File: config.mk
export PLATFORM = sky130hd
export DESIGN_NAME = wb_trace_capture
export DESIGN_NICKNAME = d
export VERILOG_FILES = /design/src/rtl/wb_trace_capture.sv
export SDC_FILE = /design/constraint.sdc
export NUM_CORES = 1
export LEC_CHECK = 0
export CAP_MARGIN = 20
export CORE_MARGIN = 3
export CORE_UTILIZATION = 50
export DETAILED_ROUTE_END_ITERATION = 7
export GPL_TIMING_DRIVEN = 0
export PLACE_DENSITY_LB_ADDON = 0.15
export SLEW_MARGIN = 20
export SYNTH_ARGS = -nofsm -noshare
export SYNTH_HDL_FRONTEND = slang
export SYNTH_SLANG_ARGS = --single-unit
File: constraint.sdc
create_clock -name clk -period 6.5 [get_ports clk]
set_input_delay 1.3 -clock clk [delete_from_list [all_inputs] [get_ports clk]]
set_output_delay 1.3 -clock clk [all_outputs]
set_load 0.01 [all_outputs]
File: src/rtl/wb_trace_capture.sv
`default_nettype none
// ============================================================================
// Module      : wb_trace_capture
// Description : Captures processor writeback events (register, data and
//               forwarding selects) with a cycle stamp into a trace FIFO.
//               Overflowing events are dropped and counted.
// Revision    : 1.0 - initial release
// ============================================================================
module wb_trace_capture #(
   parameter int DEPTH      = 16,
   parameter int STAMP_W    = 16,
   parameter int FILTER_XZR = 1
) (
   input  logic                      clk,
   input  logic                      Reset,
   input  logic                      cap_en,
   input  logic                      clr,
   input  logic                      wb_valid,
   input  logic [4:0]                wb_rd,
   input  logic [63:0]               wb_data,
   input  logic [1:0]                fwd_a,
   input  logic [1:0]                fwd_b,
   input  logic                      rd_req,
   output logic                      rd_valid,
   output logic [STAMP_W+72:0]       rd_entry,
   output logic                      empty,
   output logic                      full,
   output logic [$clog2(DEPTH):0]    count,
   output logic                      overflow,
   output logic [7:0]                drop_cnt
);

   localparam int                 c_aw       = $clog2(DEPTH);
   localparam int                 c_ew       = STAMP_W + 73;
   localparam logic [c_aw:0]      c_cnt_one  = {{c_aw{1'b0}}, 1'b1};
   localparam logic [c_aw:0]      c_cnt_full = (c_aw+1)'(DEPTH);
   localparam logic [c_aw-1:0]    c_ptr_one  = {{(c_aw-1){1'b0}}, 1'b1};
   localparam logic [STAMP_W-1:0] c_stp_one  = {{(STAMP_W-1){1'b0}}, 1'b1};

   logic [c_ew-1:0]    r_mem [DEPTH];
   logic [c_aw-1:0]    r_wr_ptr;
   logic [c_aw-1:0]    r_rd_ptr;
   logic [c_aw:0]      r_count;
   logic               r_empty;
   logic               r_full;
   logic               r_overflow;
   logic [7:0]         r_drop_cnt;
   logic [STAMP_W-1:0] r_stamp;
   logic               r_rd_valid;
   logic [c_ew-1:0]    r_rd_entry;

   logic               w_cap;
   logic               w_rd_acc;
   logic               w_wr_acc;
   logic               w_drop;
   logic [c_aw:0]      w_count_nxt;

   // Qualify capture events and decide what the FIFO does this cycle; clr overrides both sides
   always_comb begin
      w_cap    = cap_en && wb_valid && !((FILTER_XZR != 0) && (wb_rd == 5'd31));
      w_rd_acc = rd_req && !r_empty && !clr;
      // a simultaneous read frees the slot, so a full FIFO can still accept
      w_wr_acc = w_cap && (!r_full || w_rd_acc) && !clr;
      w_drop   = w_cap && r_full && !w_rd_acc && !clr;
      w_count_nxt = r_count;
      if (w_wr_acc && !w_rd_acc)
         w_count_nxt = r_count + c_cnt_one;
      else if (!w_wr_acc && w_rd_acc)
         w_count_nxt = r_count - c_cnt_one;
   end

   // Trace storage: entries need no reset because pointers define validity
   always_ff @(posedge clk) begin
      if (w_wr_acc)
         r_mem[r_wr_ptr] <= {r_stamp, fwd_b, fwd_a, wb_rd, wb_data};
   end

   // Free-running cycle stamp, only reset touches it
   always_ff @(posedge clk or posedge Reset) begin
      if (Reset)
         r_stamp <= '0;
      else
         r_stamp <= r_stamp + c_stp_one;
   end

   // Pointers, occupancy and the registered empty/full flags
   always_ff @(posedge clk or posedge Reset) begin
      if (Reset) begin
         r_wr_ptr <= '0;
         r_rd_ptr <= '0;
         r_count  <= '0;
         r_empty  <= 1'b1;
         r_full   <= 1'b0;
      end else if (clr) begin
         r_wr_ptr <= '0;
         r_rd_ptr <= '0;
         r_count  <= '0;
         r_empty  <= 1'b1;
         r_full   <= 1'b0;
      end else begin
         if (w_wr_acc)
            r_wr_ptr <= r_wr_ptr + c_ptr_one;
         if (w_rd_acc)
            r_rd_ptr <= r_rd_ptr + c_ptr_one;
         r_count <= w_count_nxt;
         r_empty <= (w_count_nxt == '0);
         r_full  <= (w_count_nxt == c_cnt_full);
      end
   end

   // Sticky overflow flag and saturating drop counter
   always_ff @(posedge clk or posedge Reset) begin
      if (Reset) begin
         r_overflow <= 1'b0;
         r_drop_cnt <= '0;
      end else if (clr) begin
         r_overflow <= 1'b0;
         r_drop_cnt <= '0;
      end else if (w_drop) begin
         r_overflow <= 1'b1;
         if (r_drop_cnt != 8'hFF)
            r_drop_cnt <= r_drop_cnt + 8'd1;
      end
   end

   // Read port: one-cycle latency, entry holds its last value when idle
   always_ff @(posedge clk or posedge Reset) begin
      if (Reset) begin
         r_rd_valid <= 1'b0;
         r_rd_entry <= '0;
      end else begin
         r_rd_valid <= w_rd_acc;
         if (w_rd_acc)
            r_rd_entry <= r_mem[r_rd_ptr];
      end
   end

   assign rd_valid = r_rd_valid;
   assign rd_entry = r_rd_entry;
   assign empty    = r_empty;
   assign full     = r_full;
   assign count    = r_count;
   assign overflow = r_overflow;
   assign drop_cnt = r_drop_cnt;

endmodule
`default_nettype wire

==> results of run 1 <==
final cells by class:
class                      instances  area (µm²)  area share, %
sequential                      1554       46000           66.9
multi-input combinational        963       12100           17.6
clock buffer                     225        4460           6.48
timing repair buffer             239        3140           4.56
tap                             1524        1910           2.77
buffer                           138         624          0.907
clock inverter                    60         489          0.711
inverter                          10        50.0         0.0727
antenna                            7        17.5         0.0254
where the power goes:
group          total (µW)  switching [µW]  leakage, µW  internal (µW)
combinational        2020             980      0.00507           1040
clock                8660            3630      0.00243           5030
sequential          11400             214       0.0147          11200
per-stage QoR:
stage / power [µW] / instances / TNS, ns
3_3_place_gp: 13600 / 4373 / -5506.61
4_1_cts: 22300 / 4712 / 0
3_5_place_dp: 13700 / 4427 / 0
2_1_floorplan: 12600 / 2665 / -14.66
6_report: 22100 / 4720 / 0
5_1_grt: 22900 / 4713 / 0
worst paths after layout:
path	start	end	slack, ns
setup reg to reg	empty$_DFF_PP1_	r_mem[12][40]$_DFFE_PP_	2.88
hold reg to reg	rd_entry[15]$_DFFE_PP0P_	rd_entry[15]$_DFFE_PP0P_	0.47
max in group asynchronous	Reset	rd_entry[25]$_DFFE_PP0P_	4.62
hold / removal	rd_entry[15]$_DFFE_PP0P_	rd_entry[15]$_DFFE_PP0P_	0.47
min in group asynchronous	Reset	rd_entry[72]$_DFFE_PP0P_	0.97
setup / recovery	wb_rd[0]	r_mem[12][40]$_DFFE_PP_	1.49
worst register-to-register path, cell delays in order, from the launching register on:
cell and delay, ns:
dfstp_2 0.38, nor2b_2 0.11, buf_4 0.19, nand2b_1 0.10, buf_6 0.15, a21boi_2 0.34
nand2_1 0.27, nor3b_1 0.46, and2_4 0.58, buf_16 0.33, buf_16 0.31
registers in the layout, indices dropped and copies added (netlist names):
register,count
r_rd_ptr,4
r_stamp,16
r_mem,1424
full,1
rd_valid,1
overflow,1
rd_entry,89
empty,1
drop_cnt,8
count,5
r_wr_ptr,4
per-layer routing:
metal	vias up	global-route usage [%]	wire length, µm
li1	11870	-	-
met1	15317	34.1	59500
met2	1086	39.0	70100
met3	195	4.77	10800
met4	10	5.82	2840
met5	-	0	62
cell families after synthesis:
kind of cell | Yosys count | share of synthesized area, %
flip-flops | 1554 | 78.3
multiplexers | 450 | 15.9
AND/OR/NAND/NOR | 343 | 2.48
buffers and inverters | 148 | 1.13
AO/OA/AOI/OAI | 131 | 1.54
XOR/XNOR | 30 | 0.447
adder cells (fa/ha/maj) | 9 | 0.192
cells in the final DEF (no fill, tap or decap), drive strengths merged, types with 21 or more instances in the layout:
cell type / netlist / final
edfxtp: 1424 / 1424
mux4: 385 / 385
clkbuf: 76 / 301
nand2: 255 / 255
clkdlybuf4s50: 0 / 184
dfrtp: 129 / 129
buf: 62 / 117
mux2i: 64 / 64
o21ai: 62 / 62
o221ai: 60 / 60
clkinv: 1 / 45
nor2: 29 / 29
xnor2: 21 / 21
==> results.json, run 1 <==
{
  "status": "finished clean",
  "hold_viol": 0,
  "synthToLayoutAreaGrowth_pct": 17.2,
  "cts_sinks": 1554,
  "yosys-top-cells-count": "1424 x edfxtp_1, 385 x mux4_2, 255 x nand2_1",
  "synth.most_common_cell": "edfxtp_1",
  "tightestPinTransition_ns": 1.13,
  "synth_edf_count": 1424,
  "antenna_found_initial": 16,
  "synth.net_count": 2753,
  "drc": 0,
  "postCtsSetupBuffers": 0,
  "globalplace.congestion": 0.773,
  "synth_top_area_share_pct": 72.8,
  "yosys.area.top_type": "edfxtp_1",
  "start_util_pct": 50.5,
  "first_pass_iters": 7,
  "grt_max_degree": 80,
  "drv_cap": 0,
  "rows": 125,
  "postSynthCellCount": 2665,
  "portBuffers": 184,
  "grt_usage_pct": 24.0,
  "dp_hpwl_um": 85400,
  "worstPathMaxFanout": 34,
  "final_layout_size_suffix_gt1_share_pct": 23.1,
  "synth_area_leaders": "edfxtp_1 73%, mux4_2 15%, dfrtp_1 5.5%, nand2_1 1.6%, mux2i_1 1.1%",
  "drt_iter0_markers": 3147,
  "clockRootBuffer": "clkbuf_16",
  "clk_pin_slew_worst_paths_ns": 0.06,
  "crit_path_top_delay_cell": "clkdlybuf4s50_1",
  "timing.hold.ws_ns": 0.474,
  "cts_tree": "done",
  "wl_per_cell_um": 30.4,
  "clock.fmax_ghz": 0.200,
  "finalCoreUtilization_pct": 59.2,
  "setup_viol": 0,
  "cts_max_path_buffers": 3,
  "ys_warn_count": 0,
  "cts_buffers": 155,
  "grt_pass1_vias": 29660,
  "synth_area_um2": 58700,
  "path_buf_inv": 4,
  "cp.depth": 10,
  "endpoint_kind": "flop",
  "dp_slack_ns": 0.608,
  "startpoint_type": "input pin",
  "worstPathArrival_ns": 5.42,
  "crit_chain": "clkdlybuf4s50_1 > and3_1 > a31oi_1 > buf_2 > a21boi_2 > nand2_1 > nor3b_1 > and2_4 > buf_16 > buf_16",
  "cp.required_ns": 6.91,
  "ios": 185,
  "finalCritPeriodShare_pct": 77.0,
  "insertion_delay_ns": 0.76,
  "die-width_um": 349,
  "die_h_um": 349,
  "cts_hold_buf": 0,
  "synth-async-reset-ratio_pct": 8.37,
  "path_delay_family": "buffers and inverters",
  "placed_area_um2": 63900,
  "die-area_um2": 122000,
  "vias": 28478,
  "synth.avg_cell_area_um2": 22.0,
  "ant_nets": 0,
  "r2r.worst_path.cells": 10,
  "cpMostUsedCell": "buf_16",
  "slowest_delay_ns": 0.72,
  "hold_class": "reg2reg",
  "cts_resized": 0,
  "max-vdd-ir-drop_uv": 258,
  "htree_levels": 4,
  "maxSlewViolCount": 0,
  "core_area_um2": 116000,
  "vias_per_cell": 6.03,
  "crit_type": "in2reg",
  "cellPowerDensity_nw_per_um2": 321,
  "fin_ws_ns": 1.49,
  "synthDistinctLibCells": 46,
  "p_leak_uw": 0.0222,
  "finalCriticalPeriod_ns": 5.01,
  "nNetsFinal": 3149,
  "drt-total-wl_um": 143000,
  "fin_skew_ns": 0.0256,
  "ys_seq_elements": 1554,
  "grt_remaining_overflow": 0,
  "rsz0062_at_grt": "false",
  "final_cell_area_um2": 68800,
  "min_path_cells": 2,
  "seq_area_frac_synth_pct": 78.3,
  "max_slew_margin_pct": 24.8,
  "synth-main-ff-cell": "edfxtp_1",
  "grt_pass1_wl_um": 209000,
  "fillers": 8369
}
No activity file was read; power rests on OpenSTA's default activity.
==> run 2: changes to the inputs <==
==> constraint.sdc (replaced) <==
create_clock -name clk -period 4.7 [get_ports clk]
set_input_delay 0.94 -clock clk [delete_from_list [all_inputs] [get_ports clk]]
set_output_delay 0.94 -clock clk [all_outputs]
set_load 0.01 [all_outputs]
==> results.json, run 2 (synthesis results as in run 1) <==
{
  "portBuffers": 184,
  "p_leak_uw": 0.0222,
  "use_met3_pct": 5.03,
  "crit_type": "in2reg",
  "vias": 28709,
  "clock_power_share_pct": 39.6,
  "busiest_layer": "met2",
  "final_cell_area_um2": 69000,
  "grt_pass1_wl_um": 211000,
  "drt_iter0_markers": 3363,
  "cpMostUsedCell": "buf_16",
  "finalCritPeriodShare_pct": 97.2,
  "vias_per_cell": 6.07,
  "worstPathMaxFanout": 34,
  "grt_pass1_vias": 29963,
  "clock.fmax_ghz": 0.219,
  "hold_viol": 0,
  "grt_max_degree": 75,
  "cts_hold_buf": 0,
  "fin_ws_ns": 0.131,
  "insertion_delay_ns": 0.74,
  "cts_sinks": 1554,
  "maxSlewViolCount": 0,
  "ant_nets": 0,
  "cts_buffers": 156,
  "rows": 125,
  "dp_slack_ns": -0.989,
  "use_met1_pct": 33.6,
  "cts_tree": "done",
  "p_sw_uw": 6690,
  "regMostFlops": "r_mem",
  "p_int_uw": 24100,
  "die-area_um2": 122000,
  "startpoint_type": "input pin",
  "finalCriticalPeriod_ns": 4.57,
  "synthToLayoutAreaGrowth_pct": 17.5,
  "final_layout_size_suffix_gt1_share_pct": 23.3,
  "grt_remaining_overflow": 0,
  "setup_viol": 0,
  "htree_levels": 4,
  "layout_commonest_cell": "edfxtp_1",
  "cellPowerDensity_nw_per_um2": 445,
  "wl_per_cell_um": 31.0,
  "clockRootBuffer": "clkbuf_16",
  "clk_pin_slew_worst_paths_ns": 0.06,
  "switching_share_pct": 21.8,
  "drv_cap": 0,
  "fin_skew_ns": 0.0219,
  "power_frac_comb_pct": 9.1,
  "antenna_found_initial": 10,
  "seqPwrFrac_pct": 51.3,
  "die-width_um": 349,
  "placed_area_um2": 63900,
  "crit_chain": "clkdlybuf4s50_1 > and3_1 > a31oi_2 > buf_2 > a21boi_2 > nand2b_1 > nor3b_4 > and2_4 > buf_16 > buf_16",
  "core_area_um2": 116000,
  "cts_max_path_buffers": 3,
  "start_util_pct": 50.5,
  "timing.hold.ws_ns": 0.479,
  "cp.required_ns": 5.09,
  "grt_usage_pct": 24.4,
  "die_h_um": 349,
  "slowest_delay_ns": 0.71,
  "fillers": 8310,
  "tightestPinTransition_ns": 1.07,
  "max-vdd-ir-drop_uv": 337,
  "globalplace.congestion": 0.759,
  "setup_tns_ns": 0,
  "nNetsFinal": 3157,
  "final_cells": 4732,
  "endpoint_kind": "flop",
  "status": "finished clean",
  "drc": 0,
  "worstPathArrival_ns": 4.96,
  "ios": 185,
  "layout.cells.most_common_list": "1424 x edfxtp_1, 385 x mux4_2, 255 x nand2_1",
  "drt-total-wl_um": 147000,
  "place_inst": 4424,
  "max_slew_margin_pct": 29.0,
  "first_pass_iters": 5,
  "grt_use_met2_pct": 40.0,
  "hold_class": "reg2reg",
  "largest_register_ffs": 1424,
  "crit_path_top_delay_cell": "clkdlybuf4s50_1",
  "dp_hpwl_um": 86100
}
## run 2: cell types whose count changed in the layout (fill, tap and decap cells not counted), moves of 4 or more
cell,delta
clkbuf_1,+13
clkbuf_8,-10
buf_12,-9
buf_16,+8
and2_2,+6
buf_4,+5
clkinv_2,-5
bufinv_16,+4
clkbuf_2,+4
## run 2: power by group through the flow
stage	clock network [µW]	logic, µW	registers [µW]
detailed placement	0	2840	16100
finish	12200	2810	15800
floorplan	0	1250	16100
CTS	12400	2860	15800
global placement	0	2780	16000
global route	13000	3030	15800
## run 2: final cells by class
class / instances / area [µm²] / share of cell area (%)
diodes: 9 / 22.5 / 0.0326
plain buffers: 138 / 629 / 0.912
clock buffers: 233 / 4450 / 6.45
clock inverters: 55 / 572 / 0.828
inverters: 10 / 50.0 / 0.0725
multi-input cells: 969 / 12200 / 17.7
flip-flops and latches: 1554 / 46000 / 66.7
well taps: 1524 / 1910 / 2.76
repair buffers: 240 / 3170 / 4.60
## run 2: critical path: cells and delay by family
kind	cells	cell delay [ns]
buf+inv	4	1.59
compound gates	2	0.76
simple gates	4	1.60
## run 2: worst paths after layout
check | startpoint | endpoint | slack (ns) | cells after the start
max in group asynchronous | Reset | rd_entry[42]$_DFFE_PP0P_ | 3.16 | 3
setup / recovery | wb_rd[1] | r_mem[4][41]$_DFFE_PP_ | 0.13 | 10
setup reg to reg | empty$_DFF_PP1_ | r_mem[4][41]$_DFFE_PP_ | 1.17 | 10
min in group asynchronous | Reset | rd_entry[73]$_DFFE_PP0P_ | 0.65 | 2
hold / removal | rd_entry[12]$_DFFE_PP0P_ | rd_entry[12]$_DFFE_PP0P_ | 0.48 | 2
hold reg to reg | rd_entry[12]$_DFFE_PP0P_ | rd_entry[12]$_DFFE_PP0P_ | 0.48 | 2
## run 2: through the flow
| step | power (µW) | utilization (%) |
|---|---|---|
| CTS | 31000 | 59.2 |
| finish | 30700 | 59.3 |
| global route | 31800 | 59.3 |
| global placement | 18800 | 53.7 |
| detailed placement | 18900 | 54.9 |
| floorplan | 17400 | - |
## run 2: layer usage
| layer | vias up | wire length (µm) |
|---|---|---|
| met5 | - | 7 |
| met4 | 2 | 3630 |
| met3 | 212 | 11300 |
| met2 | 1166 | 73000 |
| met1 | 15432 | 58900 |
| li1 | 11897 | - |
## run 2: timing repair
action | CTS | global route
cloned | 3 | 3
setup buffers | 0 | 5
pin swaps | 3 | 5
resized for setup | 4 | 3
setup endpoints to repair | 202 | 131
